<file path="src/rtl/histogram_readout.sv">
// Histogram RAM reader: streams a header, every bin count and a checksum trailer
// over a valid/ready word interface, optionally zeroing each bin after it is read.
module histogram_readout #(
  parameter int          NUM_BINS   = 1024,
  parameter int          ADDR_W     = 10,
  parameter int          DATA_W     = 32,
  parameter logic [15:0] HEADER_TAG = 16'hA5A5
) (
  input  logic              clk,
  input  logic              reset,
  input  logic              start_i,
  input  logic              clear_en_i,
  output logic              busy_o,
  output logic              done_o,
  output logic [15:0]       frame_id_o,
  output logic [ADDR_W-1:0] hist_addr_o,
  output logic              hist_write_o,
  output logic [DATA_W-1:0] hist_data_o,
  input  logic [DATA_W-1:0] hist_data_i,
  output logic [DATA_W-1:0] tx_data_o,
  output logic              tx_valid_o,
  input  logic              tx_ready_i,
  output logic              tx_last_o
);

  typedef enum logic [2:0] {
    S_IDLE,
    S_HEADER,
    S_RD,
    S_CAP,
    S_SEND,
    S_TRAIL,
    S_DONE
  } state_t;

  localparam logic [ADDR_W-1:0] LAST_BIN = ADDR_W'(NUM_BINS - 1);

  state_t            state_reg, state_next;
  logic [ADDR_W-1:0] bin_reg, bin_next;
  logic              clr_reg, clr_next;
  logic [DATA_W-1:0] checksum_reg, checksum_next;
  logic [DATA_W-1:0] word_reg, word_next;
  logic [15:0]       frame_id_reg, frame_id_next;
  logic [DATA_W-1:0] header_word;

  assign header_word = DATA_W'({HEADER_TAG, frame_id_reg});
  assign hist_data_o = '0;
  assign frame_id_o  = frame_id_reg;

  always_ff @(posedge clk or negedge reset) begin
    if (!reset) begin
      state_reg    <= S_IDLE;
      bin_reg      <= '0;
      clr_reg      <= 1'b0;
      checksum_reg <= '0;
      word_reg     <= '0;
      frame_id_reg <= '0;
    end else begin
      state_reg    <= state_next;
      bin_reg      <= bin_next;
      clr_reg      <= clr_next;
      checksum_reg <= checksum_next;
      word_reg     <= word_next;
      frame_id_reg <= frame_id_next;
    end
  end

  // All stream and RAM outputs decode from registered state, so they fall to
  // zero the instant reset asserts and stay stable while a word is stalled.
  always_comb begin
    state_next    = state_reg;
    bin_next      = bin_reg;
    clr_next      = clr_reg;
    checksum_next = checksum_reg;
    word_next     = word_reg;
    frame_id_next = frame_id_reg;
    busy_o        = (state_reg != S_IDLE);
    done_o        = 1'b0;
    hist_addr_o   = '0;
    hist_write_o  = 1'b0;
    tx_data_o     = '0;
    tx_valid_o    = 1'b0;
    tx_last_o     = 1'b0;

    case (state_reg)
      S_IDLE: begin
        if (start_i) begin
          clr_next      = clear_en_i;
          checksum_next = '0;
          bin_next      = '0;
          state_next    = S_HEADER;
        end
      end
      S_HEADER: begin
        tx_data_o  = header_word;
        tx_valid_o = 1'b1;
        if (tx_ready_i) state_next = S_RD;
      end
      S_RD: begin
        hist_addr_o = bin_reg;
        state_next  = S_CAP;
      end
      S_CAP: begin
        // Read data is valid here; the optional clear reuses the same address.
        hist_addr_o   = bin_reg;
        hist_write_o  = clr_reg;
        word_next     = hist_data_i;
        checksum_next = checksum_reg + hist_data_i;
        state_next    = S_SEND;
      end
      S_SEND: begin
        hist_addr_o = bin_reg;
        tx_data_o   = word_reg;
        tx_valid_o  = 1'b1;
        if (tx_ready_i) begin
          if (bin_reg == LAST_BIN) begin
            state_next = S_TRAIL;
          end else begin
            bin_next   = bin_reg + 1'b1;
            state_next = S_RD;
          end
        end
      end
      S_TRAIL: begin
        tx_data_o  = checksum_reg;
        tx_valid_o = 1'b1;
        tx_last_o  = 1'b1;
        if (tx_ready_i) begin
          frame_id_next = frame_id_reg + 16'd1;
          state_next    = S_DONE;
        end
      end
      S_DONE: begin
        done_o     = 1'b1;
        state_next = S_IDLE;
      end
      default: state_next = S_IDLE;
    endcase
  end

endmodule
</file>
<file path="config.mk">
export PLATFORM = sky130hd
export DESIGN_NAME = histogram_readout
export DESIGN_NICKNAME = d
export VERILOG_FILES = /design/src/rtl/histogram_readout.sv
export SDC_FILE = /design/constraint.sdc
export NUM_CORES = 1
export LEC_CHECK = 0
export CAP_MARGIN = 20
export CELL_PAD_IN_SITES_DETAIL_PLACEMENT = 2
export CELL_PAD_IN_SITES_GLOBAL_PLACEMENT = 2
export CORE_MARGIN = 3
export CORE_UTILIZATION = 31
export CTS_BUF_LIST = sky130_fd_sc_hd__clkbuf_8 sky130_fd_sc_hd__clkbuf_16
export CTS_CLUSTER_DIAMETER = 60
export DETAILED_ROUTE_END_ITERATION = 6
export GPL_TIMING_DRIVEN = 0
export MAX_ROUTING_LAYER = met4
export PLACE_DENSITY_LB_ADDON = 0.1
export SYNTH_ARGS = -nofsm -noshare
export SYNTH_HDL_FRONTEND = slang
export SYNTH_SLANG_ARGS = --single-unit
</file>
<file path="constraint.sdc">
create_clock -name clk -period 3.1 [get_ports clk]
set_input_delay 0.62 -clock clk [delete_from_list [all_inputs] [get_ports clk]]
set_output_delay 0.62 -clock clk [all_outputs]
set_load 0.03 [all_outputs]
</file>
==> results.sh <==
export IMPL_avgRoutedWirePerCell_um=20.1
export IMPL_p_total_mw=8.30
export IMPL_clock_latency_ps=350
export IMPL_p_clk_frac=0.151
export IMPL_grt_pass1_vias=6990
export IMPL_arrival_ps=3330
export IMPL_synth_area_um2=6510
export IMPL_synth_most_common_cell="nand2_1"
export IMPL_synth_seq_cells=94
export IMPL_routabilityCongestion=0.891
export IMPL_drc=0
export IMPL_synth_edf_count=0
export IMPL_p_leak_nw=4.21
export IMPL_dp_hpwl_um=18600
export IMPL_num_io_pins=132
export IMPL_antenna_cells=0
export IMPL_crit_type="input pin to register"
export IMPL_yosys_area_top_type="dfrtp_1"
export IMPL_nFillCells=2336
export IMPL_use_met1=0.286
export IMPL_drv_slew=0
export IMPL_seqCellArea_um2=2350
export IMPL_die_h_um=151
export IMPL_ys_top_cells_by_area="dfrtp_1, nand2_1, ha_1"
export IMPL_yosys_warnings=0
export IMPL_num_rows=52
export IMPL_synth_common_cells="nand2_1, dfrtp_1, nor2_1, o21ai_0, a21oi_1"
export IMPL_startpoint_type="input pin"
export IMPL_start_util=0.319
export IMPL_maxCapViolations=0
export IMPL_p_sw_mw=4.11
export IMPL_core_um2=20400
export IMPL_cts_buffers=9
export IMPL_via_per_inst=5.18
export IMPL_grt_met2_usage=0.384
export IMPL_rsz0062_at_grt="yes"
export IMPL_drive_above_1_share=0.115
export IMPL_fin_ws_ps=9.58
export IMPL_clockRootBuffer="clkbuf_16"
export IMPL_async_flop_share=1.00
export IMPL_ys_types=55
export IMPL_met3_usage=0.0233
export IMPL_htree_levels=3
export IMPL_cts_tree="built"
export IMPL_finalCritPeriodShare=0.997
export IMPL_drtIter0Drc=192
export IMPL_crit_reg2reg_launch="state_reg[1]"
export IMPL_syn_area_per_cell_um2=8.16
export IMPL_grt_pass1_wl_um=38600
export IMPL_clock_path_buffers=2
export IMPL_nets=1015
export IMPL_cp_max_fo=4
export IMPL_hold_path_class="input pin to async pin"
export IMPL_reg2reg_setup_slack_ps=320
export IMPL_comb_power_share=0.597
export IMPL_synthCells=798
export IMPL_postCtsHoldBufs=0
export IMPL_die_area_um2=22800
export IMPL_grt_usage=0.224
export IMPL_grt_antenna_before_repair=0
export IMPL_p_int_mw=4.19
export IMPL_area_delta_synth_final_pct=29.8
export IMPL_dp_slack_ps=-772
export IMPL_ir_drop_mv=0.330
export IMPL_multi_input_area_um2=3870
export IMPL_max_slew_margin_rel=0.399
export IMPL_num_vias=6311
export IMPL_p_seq_frac=0.252
export IMPL_reg2reg_to="checksum_reg[24]"
export IMPL_die_w_um=151
export IMPL_drt_first_pass_iters=4
export IMPL_clock_sinks=94
export IMPL_hold_violations=0
export IMPL_worstRegToRegCells=7
export IMPL_wirelength_um=24500
export IMPL_cts_clk_slew_worst_paths_ps=70
export IMPL_synth_top_cell_area_share=0.361
export IMPL_p_per_area_nw_per_um2=983
export IMPL_ys_seq_area_frac=0.361
export IMPL_fin_skew_ps=7.33
export IMPL_top_usage_layer="met2"
export IMPL_period_needed_ps=3090
export IMPL_synthFlopType="dfrtp_1"
export IMPL_ant_nets=0
export IMPL_worst_slew_pin_slew_ps=899
export IMPL_portBuffers=98
export IMPL_grt_max_degree=58
export IMPL_setup_viol=0
export IMPL_required_ps=3340
export IMPL_end_kind="register"
export IMPL_outcome="completed"
export IMPL_timing_fmax_mhz=324
export IMPL_swShare=0.495
export IMPL_grt_overflow=0
[cells by family after synthesis]
group / synth area share
and+or+nand+nor: 0.227
AOI/OAI and AO/OA: 0.183
DFF: 0.361
buffers and inverters: 0.0727
xor gates and xnor gates: 0.0565
adders and majority gates: 0.0665
muxes: 0.0325
other: 0.000576
[cells in the final DEF (no fill, tap or decap), types with 8 or more instances in the layout]
cell | Yosys | routed
a21oi_1 | 41 | 39
clkbuf_1 | 29 | 20
a22o_1 | 8 | 8
o21ai_0 | 57 | 57
dfrtp_1 | 94 | 93
a31oi_1 | 20 | 20
clkbuf_16 | 0 | 9
a21o_1 | 11 | 11
mux2i_1 | 20 | 19
nand3_1 | 35 | 35
buf_2 | 6 | 8
dlymetal6s2s_1 | 0 | 15
conb_1 | 1 | 32
inv_1 | 11 | 11
and3_1 | 14 | 14
nor2b_1 | 14 | 12
buf_4 | 33 | 42
dlygate4sd2_1 | 0 | 21
nand4_1 | 11 | 11
nor2_1 | 61 | 59
xnor2_1 | 25 | 25
ha_1 | 33 | 32
xor2_1 | 17 | 17
nand2_1 | 161 | 161
clkdlybuf4s50_1 | 0 | 61
[repair_timing]
action / CTS / global route
buffers inserted: 4 / 3
pin swaps: 5 / 4
hold endpoints to repair: 0 / 0
resized for setup: 56 / 22
endpoints found under the setup margin: 57 / 37
[worst max-delay path by stage]
stage | slack, ps | from | cells past startpoint | end
6_report | 10 | hist_data_i[1] | 10 | checksum_reg[31]
3_5_place_dp | -770 | hist_data_i[0] | 12 | checksum_reg[26]
3_3_place_gp | -2480 | reset | 1 | checksum_reg[11]
2_1_floorplan | 400 | hist_data_i[0] | 11 | checksum_reg[26]
4_1_cts | 4 | state_reg[2] | 7 | tx_data_o[13]
5_1_grt | -60 | hist_data_i[3] | 10 | checksum_reg[25]
[area by class of cell]
class / count / share of cell area
Multi-Input combinational cell: 648 / 0.458
Timing Repair Buffer: 106 / 0.126
Sequential cell: 94 / 0.279
Buffer: 73 / 0.0542
Clock inverter: 7 / 0.0114
Tap cell: 270 / 0.0400
Clock buffer: 9 / 0.0267
Inverter: 12 / 0.00548
[critical path, stage by stage]
cell,delay (ps)
clkdlybuf4s50_1,500
ha_1,370
a211oi_2,320
o211ai_2,210
a211oi_2,340
nor3_2,110
o21ai_2,280
a21oi_4,120
mux2i_1,140
o32a_1,330
[routing by layer]
| layer | vias to the layer above | part of all wire |
|---|---|---|
| li1 | 2990 | - |
| met2 | 109 | 0.50 |
| met5 | - | 0 |
| met3 | 16 | 0.032 |
| met1 | 3196 | 0.46 |
| met4 | 0 | 0.011 |
[power groups by stage]
stage | Clock (mW) | Sequential, mW | Combinational [mW]
final | 1.25 | 2.09 | 4.96
after global routing | 1.33 | 2.16 | 5.49
after CTS | 1.28 | 2.08 | 4.98
after detailed placement | 0 | 2.08 | 4.91
after global placement | 0 | 2.04 | 4.68
after floorplan | 0 | 1.98 | 3.27
[through the flow]
step / instances / instance area (um^2) / util / hold slack, ps / TNS, ps
floorplan: 829 / 6630 / - / 324 / 0
global placement: 1197 / 7940 / 0.389 / 457 / -249210
detailed placement: 1198 / 7960 / 0.390 / 467 / -22510
CTS: 1217 / 8370 / 0.410 / 375 / 0
global route: 1219 / 8450 / 0.413 / 405 / -133
finish: 1219 / 8450 / 0.413 / 337 / 0
Note: power is estimated with default switching activity, not from simulation.
